===== src/rtl/oc8051_fetch_queue.sv =====
// Instruction-fetch byte queue: issues 4-byte code ROM fetches, buffers the bytes
// in a circular queue and presents the next three instruction bytes at the PC.
module oc8051_fetch_queue #(
    parameter int unsigned DEPTH = 8,
    parameter int unsigned AW    = 16
) (
    input  logic          clk,
    input  logic          rst,
    output logic          rom_req,
    output logic [AW-1:0] rom_addr,
    input  logic          rom_ack,
    input  logic [31:0]   rom_data,
    input  logic          jmp_valid,
    input  logic [AW-1:0] jmp_addr,
    input  logic [1:0]    consume,
    output logic [AW-1:0] pc_out,
    output logic [1:0]    ops_avail,
    output logic [7:0]    op0_out,
    output logic [7:0]    op1_out,
    output logic [7:0]    op2_out
);

    localparam int unsigned PW = $clog2(DEPTH);
    localparam int unsigned CW = PW + 1;

    typedef enum logic [1:0] {
        IDLE,
        REQ,
        DROP
    } state_t;

    state_t          state_q, state_d;
    logic [7:0]      mem_q [DEPTH];
    logic [7:0]      mem_d [DEPTH];
    logic [PW-1:0]   head_q, head_d;
    logic [PW-1:0]   tail_q, tail_d;
    logic [CW-1:0]   count_q, count_d;
    logic [AW-1:0]   fptr_q, fptr_d;
    logic [AW-1:0]   pc_q, pc_d;
    logic            rom_req_q, rom_req_d;
    logic [AW-1:0]   rom_addr_q, rom_addr_d;
    logic [1:0]      avail_q, avail_d;
    logic [7:0]      op_q [3];
    logic [7:0]      op_d [3];

    logic [CW-1:0]   cons_w;
    logic [CW-1:0]   cons_eff;
    logic [CW-1:0]   free_bytes;
    logic            push;

    always_comb begin
        state_d    = state_q;
        mem_d      = mem_q;
        head_d     = head_q;
        tail_d     = tail_q;
        count_d    = count_q;
        fptr_d     = fptr_q;
        pc_d       = pc_q;
        rom_addr_d = rom_addr_q;

        cons_w     = CW'(consume);
        cons_eff   = (cons_w > count_q) ? count_q : cons_w;
        free_bytes = CW'(DEPTH) - count_q;
        push       = (state_q == REQ) && rom_ack;

        if (jmp_valid) begin
            // An outstanding fetch must still be acked; DROP swallows it.
            count_d = '0;
            head_d  = '0;
            tail_d  = '0;
            pc_d    = jmp_addr;
            fptr_d  = jmp_addr;
            if (state_q != IDLE) begin
                state_d = rom_ack ? IDLE : DROP;
            end
        end else begin
            case (state_q)
                IDLE: begin
                    if (free_bytes >= CW'(4)) begin
                        state_d    = REQ;
                        rom_addr_d = fptr_q;
                    end
                end
                REQ:     if (rom_ack) state_d = IDLE;
                DROP:    if (rom_ack) state_d = IDLE;
                default: state_d = IDLE;
            endcase

            if (push) begin
                for (int unsigned i = 0; i < 4; i++) begin
                    mem_d[tail_q + PW'(i)] = rom_data[8*i +: 8];
                end
                tail_d = tail_q + PW'(4);
                fptr_d = fptr_q + AW'(4);
            end

            head_d  = head_q + cons_eff[PW-1:0];
            pc_d    = pc_q + AW'(cons_eff);
            count_d = count_q + (push ? CW'(4) : CW'(0)) - cons_eff;
        end

        rom_req_d = (state_d != IDLE);
        avail_d   = (count_d >= CW'(3)) ? 2'd3 : count_d[1:0];
        for (int unsigned n = 0; n < 3; n++) begin
            op_d[n] = (CW'(n) < count_d) ? mem_d[head_d + PW'(n)] : 8'h00;
        end
    end

    always_ff @(posedge clk) begin
        if (rst) begin
            state_q    <= IDLE;
            mem_q      <= '{default: '0};
            head_q     <= '0;
            tail_q     <= '0;
            count_q    <= '0;
            fptr_q     <= '0;
            pc_q       <= '0;
            rom_req_q  <= 1'b0;
            rom_addr_q <= '0;
            avail_q    <= '0;
            op_q       <= '{default: '0};
        end else begin
            state_q    <= state_d;
            mem_q      <= mem_d;
            head_q     <= head_d;
            tail_q     <= tail_d;
            count_q    <= count_d;
            fptr_q     <= fptr_d;
            pc_q       <= pc_d;
            rom_req_q  <= rom_req_d;
            rom_addr_q <= rom_addr_d;
            avail_q    <= avail_d;
            op_q       <= op_d;
        end
    end

    assign rom_req   = rom_req_q;
    assign rom_addr  = rom_addr_q;
    assign pc_out    = pc_q;
    assign ops_avail = avail_q;
    assign op0_out   = op_q[0];
    assign op1_out   = op_q[1];
    assign op2_out   = op_q[2];

endmodule


===== config.mk =====
export PLATFORM = sky130hd
export DESIGN_NAME = oc8051_fetch_queue
export DESIGN_NICKNAME = d
export VERILOG_FILES = /design/src/rtl/oc8051_fetch_queue.sv
export SDC_FILE = /design/constraint.sdc
export NUM_CORES = 1
export LEC_CHECK = 0
export ABC_CLOCK_PERIOD_IN_PS = 8200
export CAP_MARGIN = 20
export CORE_AREA = 2 2 164 166
export DETAILED_ROUTE_END_ITERATION = 10
export DIE_AREA = 0 0 166 168
export PLACE_DENSITY = 0.59
export SLEW_MARGIN = 25
export SYNTH_ARGS = -nofsm -noshare
export SYNTH_HDL_FRONTEND = slang
export SYNTH_SLANG_ARGS = --single-unit

===== constraint.sdc =====
create_clock -name clk -period 8.2 [get_ports clk]
set_input_delay 1.64 -clock clk [delete_from_list [all_inputs] [get_ports clk]]
set_output_delay 1.64 -clock clk [all_outputs]
set_load 0.005 [all_outputs]

Yosys cells after proc, flatten, opt, wreduce, memory -nomap -nowiden. Index checks and enable logic that the tools add are counted.

Muxes and demuxes: 37. $lt $le $gt $ge: 17. Reductions and logical operators: 15. Eq/ne operators: 2. $add $sub $neg: 12. Bitwise logic cells: 11.

Operator list (number): $bwmux 64 (4); $mux 64 (2); $demux 8 s3 (4); $mux 8 (10); $bmux 8 s3 (3); $mux 16 (3); $ge 4x4->1 const B (7); $not 3->4 (7); $add 16x3->16 const B (1); $add 16x4->16 (1); $lt 4x1->1 const B (4); $mux 2 (6); $reduce_or 2->1 (5); $add 3x2->3 const B (3); $lt 1x4->1 const A (2); $mux 4 (2); $add 3x1->3 const B (2); $mux 3 (2); $reduce_bool 2->1 (3); $logic_and 1x1->1 (5); $add 4x3->4 (1); $ge 4x2->1 const B (1); $ge 4x3->1 const B (1); $gt 2x4->1 (1); 11 further kinds (14).

Output and inout bits: 59. Register bits after elaboration: 151. Logic and storage cells: 114.

Logic depth before layout (Yosys ltp). Gate-level depths: netlist of the first run.

Word-level depth: 14. Depth in mapped cells: 17. Gate-level depth less buffers: 16.

Worst setup path before layout of the first run. OpenSTA, ideal clock, no wires.

Path kind: input -> register. From: input port consume[1]. To: register op_q (netlist bit op1_out[6]). Stages: 13. Path slack: 3.445 ns. Path buffers: 1. Arrival time: 4.638 ns. Cell sequence: ha_1 -> a211oi_1 -> o21ai_0 -> o21ai_0 -> fa_1 -> nand2_1 -> inv_1 -> ha_1 -> buf_1 -> nor2_1 -> a22oi_1 -> a31oi_1 -> and4b_1.

Cells in the longest elaborated chain, start to end: 9. Elaborated cells between the ends (all ways): 14. Classes of those cells: 3 x add/sub; 2 x order compare; 6 x mux; 2 x bitwise; 1 x reduce/logical.

RTL lines: from (decl) (RTL line 15) `input logic [1:0] consume,`; $gt 2x4->1 (RTL line 62) `cons_eff = (cons_w > count_q) ? count_q : cons_w;`; $mux 4 * (RTL line 62); $add 3x3->3 * (RTL line 97) `head_d = head_q + cons_eff[PW-1:0];`; $mux 3 * (RTL line 66) `if (jmp_valid) begin`; named net head_d[1] (RTL line 35) `logic [PW-1:0] head_q, head_d;`; $add 3x1->3 * (RTL line 105) `op_d[n] = (CW'(n) < count_d) ? mem_d[head_d + PW'(n)] : 8'h00;`; $not 3->4 (not written as such) * (RTL line 105); $bmux 8 s3 * (RTL line 105); $mux 8 (not written as such) * (2 in a row) (RTL line 105); to (signal assigned) (RTL line 133) `op_q <= op_d;`; to (decl) (RTL line 43) `logic [7:0] op_q [3];`.

Mark *: on every way through the listed nets, which the timed path passes. The rest lies on a longest branch. The select of a mux whose other input is x is not followed. A chain may end at the register's enable or synchronous reset.

Worst setup path after layout of the first run.
From: input port consume[0]. To: register op_q (netlist bit op1_out[3]).

Cells in the longest elaborated chain, start to end: 9. Elaborated cells between the ends (all ways): 14. Classes of those cells: 3 x add/sub; 2 x order compare; 6 x mux; 2 x bitwise; 1 x reduce/logical.

RTL lines (RTL line): $gt 2x4->1 (62); $mux 4 * (62); $add 3x3->3 (97); $mux 3 (66); $add 3x1->3 (105); $not 3->4 (not written as such) (105); $bmux 8 s3 (105); $mux 8 (not written as such) (2 in a row) (105).

Mark *: on every way between the ends. The rest lies on a longest branch, timed or not. The select of a mux whose other input is x is not followed.

==> impl_metrics.json, run 1 <==
{
  "synth_edf_count": 0,
  "grt_max_degree": 59,
  "cts_hold_buf": 0,
  "hpwl_microns": 17200,
  "yosysSeqAreaShare": 0.387,
  "gp_congestion": 0.874,
  "peakVddDrop_v": 0.000122,
  "synth_top_family_by_area": "simple AND/OR/NAND/NOR gates",
  "initial_core_util": 0.292,
  "holdWs_ns": 0.452,
  "finalMaxSlewViolations": 0,
  "critical-path-top-delay-family": "buffers and inverters",
  "multi_input_area_sq_mm": 0.00434,
  "drc": 0,
  "hold_viol_final": 0,
  "nets": 1068,
  "min_period_ns": 5.89,
  "r2r_slack_ns": 3.57,
  "dieHeight_microns": 168,
  "worstMarginPinSlew_ns": 1.03,
  "end_kind": "flop",
  "synth_area_leaders": "dfxtp_1, mux2i_1, nand3_1",
  "routed_via_density": 5.35,
  "core_area_sq_mm": 0.0264,
  "critPathMaxStageDelay_ns": 0.56,
  "power.leakage_uw": 0.00385,
  "synth-xor-area-share": 0.0372,
  "r2r_start": "count_q[1]",
  "htree_num_levels": 4,
  "fmax_mhz": 170,
  "port_buffers": 112,
  "clock-sinks": 149,
  "fin_crit_sh": 0.719,
  "clkTransAtPathRegs_ns": 0.06,
  "ys_types": 55,
  "path_buf_inv": 5,
  "cts_buffer_depth": 2,
  "antenna_found_initial": 1,
  "min_to": "fptr_q[0]",
  "relSlewSlack": 0.313,
  "worstSetupPathType": "in -> reg",
  "grt_pass1_vias": 6760,
  "post-cts-setup-buffers": 0,
  "drv_cap": 0,
  "regArea_sq_mm": 0.00298,
  "wl_per_cell_microns": 18.3,
  "reg2reg_depth": 15,
  "status": "complete, no violations",
  "drive_above_1_share": 0.0567,
  "die_width_microns": 166,
  "min_path_type": "reg -> reg",
  "grt_pass1_wl_microns": 38700,
  "io_pins": 113,
  "synthArstFlopShare": 0,
  "power_density_mw_per_mm2": 270,
  "worstPathCellList": "clkdlybuf4s50_1 > inv_1 > ha_1 > a211oi_1 > o21ai_0 > o21ai_0 > ha_1 > buf_4 > nand2b_1 > buf_4 > inv_4 > ha_1 > nor2_1 > a22oi_1 > a31oi_1 > and4b_1",
  "synthSimpleGateAreaFrac": 0.224,
  "required_ns": 8.52,
  "cts-resized-gates": 0,
  "drtIter0Drc": 730,
  "rsz0062_at_grt": "false",
  "cp_slowest_cell": "nor2_1",
  "place_worst_setup_slack_ns": 1.89,
  "synth_cells": 921,
  "first_pass_iters": 7,
  "track_usage": 0.173,
  "rows": 60,
  "cts_inserted_buffers": 17,
  "yosys_warnings": 0,
  "min_path_cells": 2,
  "syn2layout_area_growth_pct": 26.2,
  "postRouteAntennaNets": 0,
  "arrival_ns": 6.21,
  "synth_area_sq_mm": 0.00771,
  "hp-start": "fptr_q[0]",
  "cp_max_fo": 28,
  "synth_adder_area_share": 0.0354,
  "clock_latency_ns": 0.43,
  "finalSetupViolCount": 0,
  "vias": 7214,
  "final.setup_skew_ns": 0.00889,
  "synth_compound_area_frac": 0.176,
  "rr_endpoint": "op1_out[3]",
  "critPathMostFrequentCell": "ha_1",
  "synth_top_area_share": 0.387,
  "synthFlopType": "dfxtp_1",
  "finalSetupTns_ns": 0,
  "synth_top_area_cell": "dfxtp_1",
  "cts_root_buffer": "clkbuf_16",
  "wirelength_microns": 24600,
  "syn_avg_cell_area_sq_um": 8.37,
  "fin_total_pwr_uw": 2620,
  "final_area_sq_mm": 0.00972,
  "fin_ws_ns": 2.31,
  "dieArea_sq_mm": 0.0279,
  "cts_tree": "yes",
  "grt_overflow": 0,
  "synth.area.mux_share": 0.0846,
  "start_kind": "primary input",
  "fill_cells": 2668,
  "ys_ff_latch": 149,
  "placed_area_sq_mm": 0.00907
}
cell usage in the layout, fill, tap and decap left out, drive strengths merged, types with 12 or more instances in the layout:
master,synthesis,routed
clkdlybuf4s50,0,111
nand4,30,30
dfxtp,149,149
nand2,105,105
ha,17,17
clkbuf,44,22
inv,29,29
a21boi,19,19
buf,28,14
xnor2,12,12
nor2,80,80
a221o,15,15
o21ai,13,13
mux2i,64,64
a21oi,75,75
xor2,18,18
a222oi,21,21
a22oi,29,29
nand3,91,91
routing by layer:
layer	GRT usage	vias up	wire, microns
met3	0.0520	43	1950
met1	0.234	3448	11100
met2	0.260	266	10900
li1	-	3457	-
met5	0	-	0
met4	0.0662	0	708
power by group:
group          internal, uW  switching [uW]  leakage [uW]
logic                   363             547       0.00232
clock network           562             311      0.000320
registers               789            51.6       0.00121
kinds of logic after synthesis:
| kind of cell | count (synthesis) |
|---|---|
| adder cells (fa/ha/maj) | 20 |
| multiplexers | 65 |
| buffers and inverters | 101 |
| AO/OA/AOI/OAI | 198 |
| flip-flops | 149 |
| XOR/XNOR | 31 |
| other | 1 |
| AND/OR/NAND/NOR | 356 |
how the worst max path moves through the flow:
stage                           from    endpoint  slack, ns  depth (start not counted)
after global placement    consume[0]  op1_out[5]       2.04                         16
after detailed placement  consume[0]  op1_out[3]       1.89                         16
after global routing      consume[0]  op1_out[3]       1.92                         16
final                     consume[0]  op1_out[3]       2.31                         16
after CTS                 consume[0]  op1_out[3]       2.35                         16
after floorplan           consume[1]  op1_out[6]       3.45                         13
area by class of cell:
cell class / instances / share of cell area
Antenna cell: 1 / 0.000257
Clock buffer: 22 / 0.0488
Clock inverter: 9 / 0.0179
Inverter: 29 / 0.0115
Multi-Input combinational cell: 672 / 0.446
Sequential cell: 149 / 0.307
Tap cell: 341 / 0.0439
Timing Repair Buffer: 125 / 0.125
tightest hold or removal path: cells and delay by family, from the launching register on:
family             cells  cell delay [ns]
DFF                    1             0.31
and+or+nand+nor        1             0.05
AOI/OAI and AO/OA      1             0.05
cells in the mapped netlist (all sizes together), types with 2 or more instances:
| cell type | n |
|---|---|
| nor2b | 5 |
| clkbuf | 44 |
| nand3 | 91 |
| nand4 | 30 |
| nand3b | 2 |
| nand4b | 2 |
| mux2i | 64 |
| buf | 28 |
| xnor2 | 12 |
| nor3 | 3 |
| dfxtp | 149 |
| a21o | 3 |
| a22oi | 29 |
| a31oi | 9 |
| and4b | 8 |
| nor2 | 80 |
| a221o | 15 |
| nand2b | 3 |
| a21oi | 75 |
| o211ai | 4 |
| fa | 3 |
| and3 | 5 |
| and4 | 2 |
| xor2 | 18 |
| ha | 17 |
| a32oi | 3 |
| o21ai | 13 |
| a21boi | 19 |
| or2 | 2 |
| and2 | 10 |
| a222oi | 21 |
| a211oi | 3 |
| and3b | 4 |
| nand2 | 105 |
| inv | 29 |
per-stage QoR:
stage | util | cells
CTS | 0.369 | 1347
global placement | 0.344 | 1316
global route | 0.369 | 1347
floorplan | - | 922
finish | 0.369 | 1348
detailed placement | 0.344 | 1316
registers in the layout, summed over array words and instances (netlist names):
name,count
state_q,2
pc_out,16
fptr_q,16
op1_out,8
mem_q,64
rom_req,1
tail_q,1
count_q,4
rom_addr,16
ops_avail,2
head_q,3
op0_out,8
op2_out,8
Note: power is estimated with default switching activity, not from simulation.
==> inputs of run 2 (changes only) <==
--- a/config.mk
+++ b/config.mk
@@ -5,12 +5,12 @@
 export SDC_FILE = /design/constraint.sdc
 export NUM_CORES = 1
 export LEC_CHECK = 0
-export ABC_CLOCK_PERIOD_IN_PS = 8200
+export ABC_CLOCK_PERIOD_IN_PS = 5230
 export CAP_MARGIN = 20
 export CORE_AREA = 2 2 164 166
 export DETAILED_ROUTE_END_ITERATION = 10
 export DIE_AREA = 0 0 166 168
-export PLACE_DENSITY = 0.59
+export PLACE_DENSITY = 0.6
 export SLEW_MARGIN = 25
 export SYNTH_ARGS = -nofsm -noshare
 export SYNTH_HDL_FRONTEND = slang
==> constraint.sdc (replaced) <==
create_clock -name clk -period 5.23 [get_ports clk]
set_input_delay 1.046 -clock clk [delete_from_list [all_inputs] [get_ports clk]]
set_output_delay 1.046 -clock clk [all_outputs]
set_load 0.005 [all_outputs]
==> run 2 against run 1 <==
Register-to-register slack got worse by 2.3 ns. Non-clock buffer count grew 9. Combinational power up 60%. Setup slack lost 1.8 ns. Sequential share of layout area shrank 0.25 points. First-iteration DRC count grew 17%. Cell area is 0.81% higher. Die area unchanged. Largest cell class unchanged.
==> impl_metrics.json, run 2 (synthesized netlist as in run 1, its figures left out) <==
{
  "end_kind": "flop",
  "power.leakage_uw": 0.00390,
  "peakVddDrop_v": 0.000177,
  "nets": 1077,
  "hpwl_microns": 16900,
  "drc": 0,
  "regMostFlops": "mem_q",
  "reg2reg_depth": 14,
  "r2r_start": "count_q[1]",
  "status": "complete, no violations",
  "initial_core_util": 0.292,
  "clkTransAtPathRegs_ns": 0.06,
  "layout_common_cells": "dfxtp_1, clkdlybuf4s50_1, nand2_1, nand3_1, nor2_1",
  "grt_max_degree": 74,
  "start_kind": "primary input",
  "antenna_found_initial": 0,
  "finalMaxSlewViolations": 0,
  "placed_area_sq_mm": 0.00912,
  "post-cts-setup-buffers": 0,
  "fmax_mhz": 214,
  "final_cells": 1357,
  "drtIter0Drc": 855,
  "routed_via_density": 5.37,
  "min_period_ns": 4.68,
  "holdWs_ns": 0.458,
  "rsz0062_at_grt": "false",
  "worstSetupPathType": "in -> reg",
  "gp_congestion": 0.872,
  "power_density_mw_per_mm2": 425,
  "postRouteAntennaNets": 0,
  "min_to": "fptr_q[0]",
  "antenna_cells": 0,
  "grt_pass1_wl_microns": 38900,
  "finalSetupTns_ns": 0,
  "core_area_sq_mm": 0.0264,
  "fin_crit_sh": 0.894,
  "hp-start": "fptr_q[0]",
  "drive_above_1_share": 0.0650,
  "finalSetupViolCount": 0,
  "min_path_cells": 2,
  "final_area_sq_mm": 0.00980,
  "r2r_slack_ns": 1.24,
  "rr_endpoint": "op1_out[1]",
  "cts_inserted_buffers": 17,
  "largest_reg_flops": 64,
  "first_pass_iters": 7,
  "vias": 7281,
  "io_pins": 113,
  "die_width_microns": 166,
  "htree_num_levels": 4,
  "worstMarginPinSlew_ns": 1.11,
  "arrival_ns": 4.99,
  "cts-resized-gates": 0,
  "cts_tree": "yes",
  "dpl.cell_count": 1324,
  "dieHeight_microns": 168,
  "wirelength_microns": 24600,
  "hold_viol_final": 0,
  "wl_per_cell_microns": 18.1,
  "cts_root_buffer": "clkbuf_16",
  "rows": 60,
  "drv_cap": 0,
  "final.setup_skew_ns": 0.00979,
  "syn2layout_area_growth_pct": 27.2,
  "port_buffers": 112,
  "clock_latency_ns": 0.43,
  "min_path_type": "reg -> reg",
  "clock-sinks": 149,
  "cp_max_fo": 8,
  "grt_pass1_vias": 6868,
  "cts_hold_buf": 0,
  "relSlewSlack": 0.263,
  "cts_buffer_depth": 2,
  "grt_overflow": 0,
  "final_common_cell": "dfxtp_1",
  "dieArea_sq_mm": 0.0279,
  "track_usage": 0.174,
  "required_ns": 5.54
}
## run 2: cell types whose count changed in the layout (fill, tap and decap cells not counted), sizes merged
| cell | delta |
|---|---|
| clkinvlp | +1 |
| inv | +4 |
| buf | +9 |
| diode | -1 |
| clkbuf | -4 |
## run 2: per-stage QoR
stage          total power (uW)  setup WS [ns]   util
2_1_floorplan              2260           1.07      -
4_1_cts                    4160          0.559  0.371
3_5_place_dp               2780          0.145  0.346
6_report                   4160          0.553  0.372
3_3_place_gp               2770          0.201  0.346
5_1_grt                    4380          0.294  0.372
## run 2: layer usage
metal,up-vias,routed length [microns],GRT usage
met1,3512,11400,0.239
li1,3481,-,-
met5,-,0,0
met3,31,1430,0.0346
met4,0,504,0.0601
met2,257,11200,0.271
## run 2: report_power, final
group          switching (uW)  internal (uW)
Sequential               83.7           1240
Clock                     514            866
Combinational             867            596
Total                    1460           2700
## run 2: final cells by class
cell class,count,area (sq um)
fillers,2654,16500
multi-input cells,672,4330
clock buffers,18,439
repair buffers,134,1300
flip-flops and latches,149,2980
well taps,341,427
clock inverters,14,220
inverters,29,111
## run 2: worst max-delay path, stage by stage
cell and delay [ns]:
clkdlybuf4s50_1 0.49, inv_1 0.05, ha_1 0.29, a211oi_1 0.20
o21ai_0 0.19, o21ai_0 0.30, ha_1 0.22, fa_1 0.46
nand2_1 0.13, inv_1 0.05, ha_1 0.40, nor2_1 0.58
a22oi_1 0.19, a31oi_1 0.17, and4b_1 0.20
## run 2: worst max path at each step
stage / end / cells past startpoint / startpoint / slack [ns]
floorplan: op1_out[6] / 13 / consume[1] / 1.07
global route: op1_out[6] / 15 / consume[0] / 0.29
CTS: op1_out[6] / 15 / consume[0] / 0.56
finish: op1_out[1] / 15 / consume[0] / 0.55
detailed placement: op1_out[6] / 15 / consume[0] / 0.14
global placement: op1_out[5] / 15 / consume[0] / 0.20
==> inputs of run 3 (changes only) <==
--- a/config.mk
+++ b/config.mk
@@ -11,7 +11,6 @@
 export DETAILED_ROUTE_END_ITERATION = 10
 export DIE_AREA = 0 0 166 168
 export PLACE_DENSITY = 0.6
-export SLEW_MARGIN = 25
 export SYNTH_ARGS = -nofsm -noshare
 export SYNTH_HDL_FRONTEND = slang
 export SYNTH_SLANG_ARGS = --single-unit
==> run 3 against run 2 <==
Cell count unchanged. Routed wire length fell by 0.20%. Critical path depth unchanged. Total power about the same. Clock skew about the same. Hold slack hardly changed. Sequential power about the same. Clock-buffer cell count stayed put. Cell area unchanged. Highest routed layer unchanged.
==> impl_metrics.json, run 3 (synthesized netlist as in run 1, its figures left out) <==
{
  "min_period_ns": 4.67,
  "min_path_cells": 2,
  "nets": 1077,
  "hpwl_microns": 16900,
  "finalMaxSlewViolations": 0,
  "port_buffers": 112,
  "htree_num_levels": 4,
  "grt_pass1_wl_microns": 38900,
  "syn2layout_area_growth_pct": 27.2,
  "fin_total_pwr_uw": 4160,
  "cts_inserted_buffers": 17,
  "io_pins": 113,
  "power.leakage_uw": 0.00390,
  "hold_viol_final": 0,
  "r2r_slack_ns": 1.25,
  "critPathMostFrequentCell": "ha_1",
  "cts_hold_buf": 0,
  "gr-usage-met2": 0.271,
  "dpl.cell_count": 1324,
  "wl_per_cell_microns": 18.1,
  "final_cells": 1357,
  "rows": 60,
  "postRouteAntennaNets": 0,
  "required_ns": 5.55,
  "fill_cells": 2654,
  "gp_congestion": 0.872,
  "final_area_sq_mm": 0.00980,
  "rsz0062_at_grt": "false",
  "critical-path-top-delay-family": "adder cells",
  "finalSetupViolCount": 0,
  "cp_max_fo": 8,
  "grt.busiest_layer": "met2",
  "wirelength_microns": 24500,
  "worstPathCellList": "clkdlybuf4s50_1 > inv_1 > ha_1 > a211oi_1 > o21ai_0 > o21ai_0 > ha_1 > fa_1 > nand2_1 > inv_1 > ha_1 > nor2_1 > a22oi_1 > a31oi_1 > and4b_1",
  "path_buf_inv": 3,
  "core_area_sq_mm": 0.0264,
  "clkTransAtPathRegs_ns": 0.06,
  "drive_above_1_share": 0.0650,
  "post-cts-setup-buffers": 0,
  "met1_usage": 0.239,
  "fmax_mhz": 214,
  "grt_overflow": 0,
  "status": "complete, no violations",
  "antenna_cells": 0,
  "final.setup_skew_ns": 0.00975,
  "track_usage": 0.174,
  "drtIter0Drc": 829,
  "largest_reg_flops": 64,
  "fin_crit_sh": 0.893,
  "finalSetupTns_ns": 0,
  "clock-sinks": 149,
  "cp.depth": 15,
  "cts_tree": "yes",
  "vias": 7230,
  "power_density_mw_per_mm2": 424,
  "peakVddDrop_v": 0.000177,
  "placed_area_sq_mm": 0.00912,
  "clock_latency_ns": 0.42,
  "cts-resized-gates": 0,
  "rr_endpoint": "op1_out[0]",
  "relSlewSlack": 0.263,
  "drc": 0,
  "worstMarginPinSlew_ns": 1.11,
  "die_width_microns": 166,
  "dieArea_sq_mm": 0.0279,
  "drv_cap": 0,
  "dieHeight_microns": 168,
  "layout_common_cells": "dfxtp_1, clkdlybuf4s50_1, nand2_1, nand3_1, nor2_1",
  "cp_slowest_cell": "nor2_1",
  "min_to": "fptr_q[0]",
  "hp-start": "fptr_q[0]",
  "final_common_cell": "dfxtp_1",
  "end_kind": "flop",
  "start_kind": "primary input",
  "antenna_found_initial": 0,
  "final_util": 0.372,
  "cts_buffer_depth": 2,
  "grt_util_met3": 0.0346,
  "worstSetupPathType": "in -> reg",
  "grt_max_degree": 74,
  "initial_core_util": 0.292,
  "arrival_ns": 4.99,
  "min_path_type": "reg -> reg",
  "regMostFlops": "mem_q",
  "routed_via_density": 5.33,
  "r2r_start": "count_q[1]",
  "reg2reg_depth": 14,
  "first_pass_iters": 6,
  "grt_pass1_vias": 6868,
  "cts_root_buffer": "clkbuf_16",
  "critPathMaxStageDelay_ns": 0.57
}
## run 3: cell counts in the layout (fill, tap and decap cells not counted)
Identical to the previous run, type by type.
## run 3: area by class of cell
| type | instances | area (sq um) | share of cell area |
|---|---|---|---|
| timing repair buffer | 134 | 1300 | 0.132 |
| clock inverter | 14 | 220 | 0.0225 |
| clock buffer | 18 | 439 | 0.0448 |
| tap | 341 | 427 | 0.0435 |
| inverter | 29 | 111 | 0.0114 |
| sequential | 149 | 2980 | 0.304 |
| multi-input combinational | 672 | 4330 | 0.441 |
## run 3: power by group
group          internal (uW)  switching [uW]
sequential              1240            83.7
clock                    866             512
combinational            596             865
total                   2700            1460
## run 3: worst max-delay path by stage
stage	from	to	slack (ns)
after global placement	consume[0]	op1_out[5]	0.20
after floorplan	consume[1]	op1_out[6]	1.07
final	consume[0]	op1_out[0]	0.56
after detailed placement	consume[0]	op1_out[6]	0.14
after CTS	consume[0]	op1_out[6]	0.56
after global routing	consume[0]	op1_out[6]	0.29
## run 3: through the flow
stage               hold slack [ns]  worst slack (ns)
global route                  0.493             0.294
detailed placement            0.451             0.145
global placement              0.448             0.201
finish                        0.458             0.560
floorplan                     0.436              1.07
CTS                           0.461             0.559
## run 3: tightest hold or removal path, cell delays in order (launching register included)
cell and delay [ns]:
dfxtp_1 0.31, nand2_1 0.05, a21oi_1 0.05
## run 3: per-layer routing
layer  part of all wire  vias to the layer above
met1               0.46                     3485
met3              0.058                       33
met5                  0                        -
met2               0.46                      230
li1                   -                     3482
met4              0.022                        0
